File: src/rtl/peripheral_noc_demux.sv
// -----------------------------------------------------------------------------
// peripheral_noc_demux
//
// Packet-level demultiplexer placed directly upstream of the NoC channel mux.
// It splits one incoming flit stream into CHANNELS per-class streams. The
// header flit selects the destination channel through a bit field, and the
// whole packet (up to and including the flit with last=1) follows that route.
// A one-entry registered output stage decouples output timing from the input.
// A header whose channel index is out of range causes the whole packet to be
// discarded, and a single-cycle error pulse is raised.
//
// Parameters:
//   FLIT_WIDTH  flit data width in bits
//   CHANNELS    number of output channels (>= 2)
//   SEL_LSB     LSB position of the channel-select field in the header flit
//   SEL_WIDTH   width of the channel-select field (2**SEL_WIDTH >= CHANNELS)
//
// Ports:
//   clk        clock, all state updates on the rising edge
//   rst        synchronous reset, active-high
//   in_flit    input flit
//   in_last    input flit is the last flit of its packet
//   in_valid   input flit valid
//   in_ready   the block accepts the input flit this cycle
//   out_flit   per-channel output flit (all channels share the buffer data)
//   out_last   per-channel last flag (all channels share the buffer flag)
//   out_valid  one-hot or zero, set only on the buffered flit's channel
//   out_ready  per-channel downstream ready
//   drop_err   one-cycle registered pulse when an out-of-range header is taken
// -----------------------------------------------------------------------------
module peripheral_noc_demux #(
   parameter int FLIT_WIDTH = 32,
   parameter int CHANNELS   = 2,
   parameter int SEL_LSB    = 24,
   parameter int SEL_WIDTH  = 1
) (
   input  logic                                 clk,
   input  logic                                 rst,
   input  logic [FLIT_WIDTH-1:0]                in_flit,
   input  logic                                 in_last,
   input  logic                                 in_valid,
   output logic                                 in_ready,
   output logic [CHANNELS-1:0][FLIT_WIDTH-1:0]  out_flit,
   output logic [CHANNELS-1:0]                  out_last,
   output logic [CHANNELS-1:0]                  out_valid,
   input  logic [CHANNELS-1:0]                  out_ready,
   output logic                                 drop_err
);

   localparam int DEST_W = (CHANNELS > 1) ? $clog2(CHANNELS) : 1;

   // HEAD: waiting for a header, BODY: forwarding a packet, DROP: discarding one
   typedef enum logic [1:0] {
      HEAD,
      BODY,
      DROP
   } state_t;

   state_t                state;
   logic [FLIT_WIDTH-1:0] buf_flit;
   logic                  buf_last;
   logic [DEST_W-1:0]     buf_dest;
   logic                  buf_valid;
   logic [DEST_W-1:0]     route;

   logic [SEL_WIDTH-1:0]  sel;
   logic                  sel_ok;
   logic                  drain;
   logic                  space;
   logic                  accept;
   logic                  load;
   logic [DEST_W-1:0]     load_dest;

   // Channel-select field of the current input flit; only meaningful in HEAD.
   assign sel    = in_flit[SEL_LSB +: SEL_WIDTH];
   assign sel_ok = (32'(sel) < CHANNELS);

   // Every channel sees the same buffer contents; only valid is steered.
   for (genvar c = 0; c < CHANNELS; c++) begin : g_out
      assign out_valid[c] = buf_valid && (buf_dest == DEST_W'(c));
      assign out_flit[c]  = buf_flit;
      assign out_last[c]  = buf_last;
   end

   // out_valid is one-hot or zero, so this equals out_ready[buf_dest] when full.
   assign drain = |(out_valid & out_ready);

   // The buffer can take a new flit when empty or when it drains this cycle,
   // which keeps full throughput through the single output register.
   assign space = ~buf_valid | drain;

   // While dropping, flits never touch the buffer, so they are always taken.
   assign in_ready = (state == DROP) | space;
   assign accept   = in_valid & in_ready;

   // Body flits reuse the latched route; only headers are decoded.
   assign load      = accept & (((state == HEAD) & sel_ok) | (state == BODY));
   assign load_dest = (state == HEAD) ? DEST_W'(sel) : route;

   // NOTE: sequential state uses non-blocking assignments only, so every
   // register samples the pre-edge values no matter how the block is ordered.
   always_ff @(posedge clk) begin
      if (rst) begin
         // NOTE: the single-entry buffer is a register, not a memory, so its
         // data is reset too; a stale flit can never reappear after reset.
         state     <= HEAD;
         buf_flit  <= '0;
         buf_last  <= 1'b0;
         buf_dest  <= '0;
         buf_valid <= 1'b0;
         route     <= '0;
         drop_err  <= 1'b0;
      end else begin
         drop_err <= accept && (state == HEAD) && !sel_ok;

         // A load wins over a drain: the entry is overwritten and stays valid.
         if (load) begin
            buf_flit  <= in_flit;
            buf_last  <= in_last;
            buf_dest  <= load_dest;
            buf_valid <= 1'b1;
         end else if (drain) begin
            buf_valid <= 1'b0;
         end

         if (accept) begin
            case (state)
               HEAD: begin
                  if (sel_ok) begin
                     route <= DEST_W'(sel);
                  end
                  if (in_last) begin
                     state <= HEAD;
                  end else begin
                     state <= sel_ok ? BODY : DROP;
                  end
               end
               BODY, DROP: begin
                  if (in_last) begin
                     state <= HEAD;
                  end
               end
               default: state <= HEAD;
            endcase
         end
      end
   end

endmodule
File: config.mk
export PLATFORM = sky130hd
export DESIGN_NAME = peripheral_noc_demux
export DESIGN_NICKNAME = d
export VERILOG_FILES = /design/src/rtl/peripheral_noc_demux.sv
export SDC_FILE = /design/constraint.sdc
export NUM_CORES = 1
export LEC_CHECK = 0
export ABC_AREA = 0
export BUFFER_PORTS_ARGS = -buffer_cell sky130_fd_sc_hd__buf_2
export CORE_MARGIN = 2
export CORE_UTILIZATION = 25
export CTS_BUF_LIST = sky130_fd_sc_hd__clkbuf_8
export CTS_CLUSTER_DIAMETER = 120
export DETAILED_ROUTE_END_ITERATION = 10
export SLEW_MARGIN = 10
export SYNTH_ARGS = -nofsm -noshare
export SYNTH_HDL_FRONTEND = slang
export SYNTH_SLANG_ARGS = --single-unit
File: constraint.sdc
create_clock -name clk -period 1.2 [get_ports clk]
set_input_delay 0.06 -clock clk [delete_from_list [all_inputs] [get_ports clk]]
set_output_delay 0.06 -clock clk [all_outputs]
set_load 0.05 [all_outputs]
==> run_results.csv <==
group,metric,value,unit
detailed_routing,wirelength,7.81,mm
worst_setup_path,end_kind,"output pin",
power,p_per_area,1270,nW/um^2
worst_setup_path,r2r_slack,-170,ps
detailed_routing,routed_via_density,5.29,
cells_and_area,instances_no_fill,494,
worst_setup_path,start_kind,"register",
synth,syn_nets,327,
timing,finalSetupTns,-4590,ps
synth,muxShareOfSynthArea,1.01,%
global_routing,grt_max_degree,37,
worst_setup_path,slowest_stage,"dfxtp_2",
global_routing,grt_pass1_vias,2501,
detailed_routing,wl_per_cell,15.8,microns
detailed_routing,dr.pass1.iters,4,
status,run_status,"finished with violations",
run,max_cap_violations,0,
synth,yosysUniqueCellTypes,26,
placement,dp_cells,481,
global_routing,grt_overflow,0,
cells_and_area,finalNetCount,398,
global_routing,grt_pass1_wl,12.5,mm
timing,finalMaxSlewViolations,0,
timing,hold_viol,0,
synth,synthSimpleGateAreaFrac,24.5,%
cells_and_area,drive_above_1_share,50.7,%
placement,dpl.hpwl,5.22,mm
detailed_routing,first_iter_violations,104,
detailed_routing,drc,0,
cells_and_area,antennaDiodeCount,0,
worst_setup_path,path_class,"register to output pin",
power,total_power,4.20,mW
worst_setup_path,critPathMaxStageDelay,340,ps
power,leakage,1.31,nW
timing,period_share,116,%
status,violations,"setup timing",
detailed_routing,routed-via-count,2611,
worst_setup_path,cp.required,1140,ps
placement,place_ws,-108,ps
timing,setup_viol,35,
cells_and_area,fill_cells,1043,
placement,portBuffers,106,
worst_setup_path,cp.arrival,1330,ps
clocking,cts.reportedPaths.clkPinSlew,80,ps
placement,routabilityCongestion,0.706,
clocking,cts_inserted_buffers,5,
synth,synthXorXnorAreaFrac,0,%
floorplan,die_h,104,microns
worst_setup_path,crit_path_max_fanout,2,
clocking,cts-root-buf,"clkbuf_8",
worst_setup_path,worst-path-buf-inv,2,
floorplan,boundaryPins,108,
timing,setup_slack,-192,ps
power,ir_worst_vdd,0.539,mV
global_routing,track_usage,13.9,%
worst_setup_path,critPathTopFamily,"flip-flops",
detailed_routing,drtAntennaViolNets,0,
hold_path,hold_path.class,"input pin to register",
global_routing,antenna_found_initial,0,
timing,fin_crit,1390,ps
synth,yosys.area_share.adder,0,%
clocking,cts_tree,"done",
synth,synth_area,2490,sq um
worst_setup_path,crit_path_cell_trace,"mux2_4 -> nor2_4 -> clkinvlp_4 -> buf_6",
floorplan,row_count,36,
synth,syn-instance-count,289,
clocking,htree_num_levels,2,
synth,synth_top_family_by_area,"compound AO/OA/AOI/OAI gates",
synth,synth-compound-area-share,26.9,%
timing,fmax,718,MHz
clocking,clk_latency,290,ps
floorplan,die_w,104,microns
floorplan,start_util,25.6,%
synth,yosys_warnings,0,
synth,ys_seq_area_share,29.0,%
synth,synth-seq-cells,36,
synth,avgSynthCellArea,8.61,sq um
clocking,clk_path_buf_depth,2,
clocking,cts_sinks,36,
timing,rsz0062_at_grt,"yes",
timing,fin_worst_skew,6.28,ps
cells_and_area,area_growth,32.9,%
clocking,hold_buffers,0,
floorplan,coreArea,9730,sq um
floorplan,die_area,10800,sq um
## cells in the final DEF (no fill, tap or decap), types with 5 or more instances in the layout
| cell | netlist | layout |
|---|---|---|
| nand4_1 | 33 | 33 |
| buf_2 | 9 | 103 |
| nand2_1 | 34 | 34 |
| a31oi_1 | 33 | 32 |
| nor3b_1 | 33 | 33 |
| o311ai_2 | 18 | 27 |
| buf_4 | 37 | 18 |
| clkbuf_8 | 0 | 6 |
| dfxtp_1 | 36 | 34 |
| buf_6 | 4 | 5 |
| buf_12 | 0 | 6 |
| o311ai_1 | 9 | 6 |
## routing by layer
| metal | vias to the layer above | global-route usage [%] | routed length (microns) |
|---|---|---|---|
| met5 | - | 0 | 0 |
| met4 | 0 | 3.19 | 72 |
| met3 | 7 | 3.27 | 505 |
| met2 | 110 | 23.6 | 3760 |
| met1 | 1276 | 17.8 | 3470 |
| li1 | 1218 | - | - |
## final timing paths
path / startpoint / to / cells after the start
max: buf_dest / in_ready / 4
min: in_flit[20] / buf_flit[20] / 3
max reg2reg: buf_dest / buf_flit[8] / 5
min reg2reg: buf_flit[23] / buf_flit[23] / 2
## worst reg2reg max path, cell delays in order (launching register included)
cell      delay (ps)
dfxtp_2          340
mux2_4           320
buf_4            180
buf_12           170
nand4_1          140
o311ai_4         110
## state kept, by name, indices dropped and copies added, names as in the netlist
| signal | count |
|---|---|
| buf_dest | 1 |
| buf_flit | 32 |
| buf_last | 1 |
| buf_valid | 1 |
| state | 1 |
## cell type report
type / count / area (sq um) / area share (%)
multi-input combinational: 179 / 1440 / 43.5
timing repair buffer: 134 / 857 / 25.9
sequential: 36 / 726 / 22.0
tap: 133 / 166 / 5.03
clock buffer: 6 / 82.6 / 2.50
inverter: 4 / 26.3 / 0.795
clock inverter: 2 / 10.0 / 0.303
## through the flow
stage | area, sq um | utilization (%) | hold WS [ps]
final | 3310 | 34.0 | 25.0
after global routing | 3310 | 34.0 | 32.7
after CTS | 3200 | 32.9 | 17.2
after detailed placement | 3020 | 31.0 | 327
after global placement | 3020 | 31.0 | 314
after floorplan | 2500 | - | 189
## report_power, final
group | switching [mW] | internal (mW)
Sequential | 0.109 | 1.32
Clock | 0.476 | 0.459
Combinational | 1.31 | 0.525
Total | 1.90 | 2.30
## Yosys cell counts
library cell  count  area share [%]
conb_1            1            0.15
a21oi_1           2            0.40
o311ai_0          7             2.5
nor2_1            1            0.15
buf_1             1            0.15
o41ai_1           1            0.35
inv_1             2            0.30
and2_1            1            0.25
buf_4            37              11
o311ai_1          9             3.2
o221a_2           1            0.45
o311ai_2         18              12
a31oi_1          33             8.3
mux2i_1           1            0.40
mux2_4            1            0.60
dfxtp_1          36              29
clkinv_1          1            0.15
inv_2             1            0.15
nor2b_1           2            0.50
buf_6             4             1.8
buf_2             9             1.8
nor2_2            1            0.25
clkbuf_1         19             2.9
nand4_1          33             8.3
nor3b_1          33              10
nand2_1          34             5.1
## logic make-up (layout without fill, tap and decap cells)
family,after synthesis,in the layout
flops,36,36
simple gates,105,105
other cells,1,1
mux,2,2
compound gates,71,71
buf+inv,74,146
## what timing repair did
action	in CTS	in global routing
gates resized for setup	26	15
pin swaps	2	2
setup endpoints to repair	37	37
setup buffers	6	1
(Power assumes the default switching activity.)
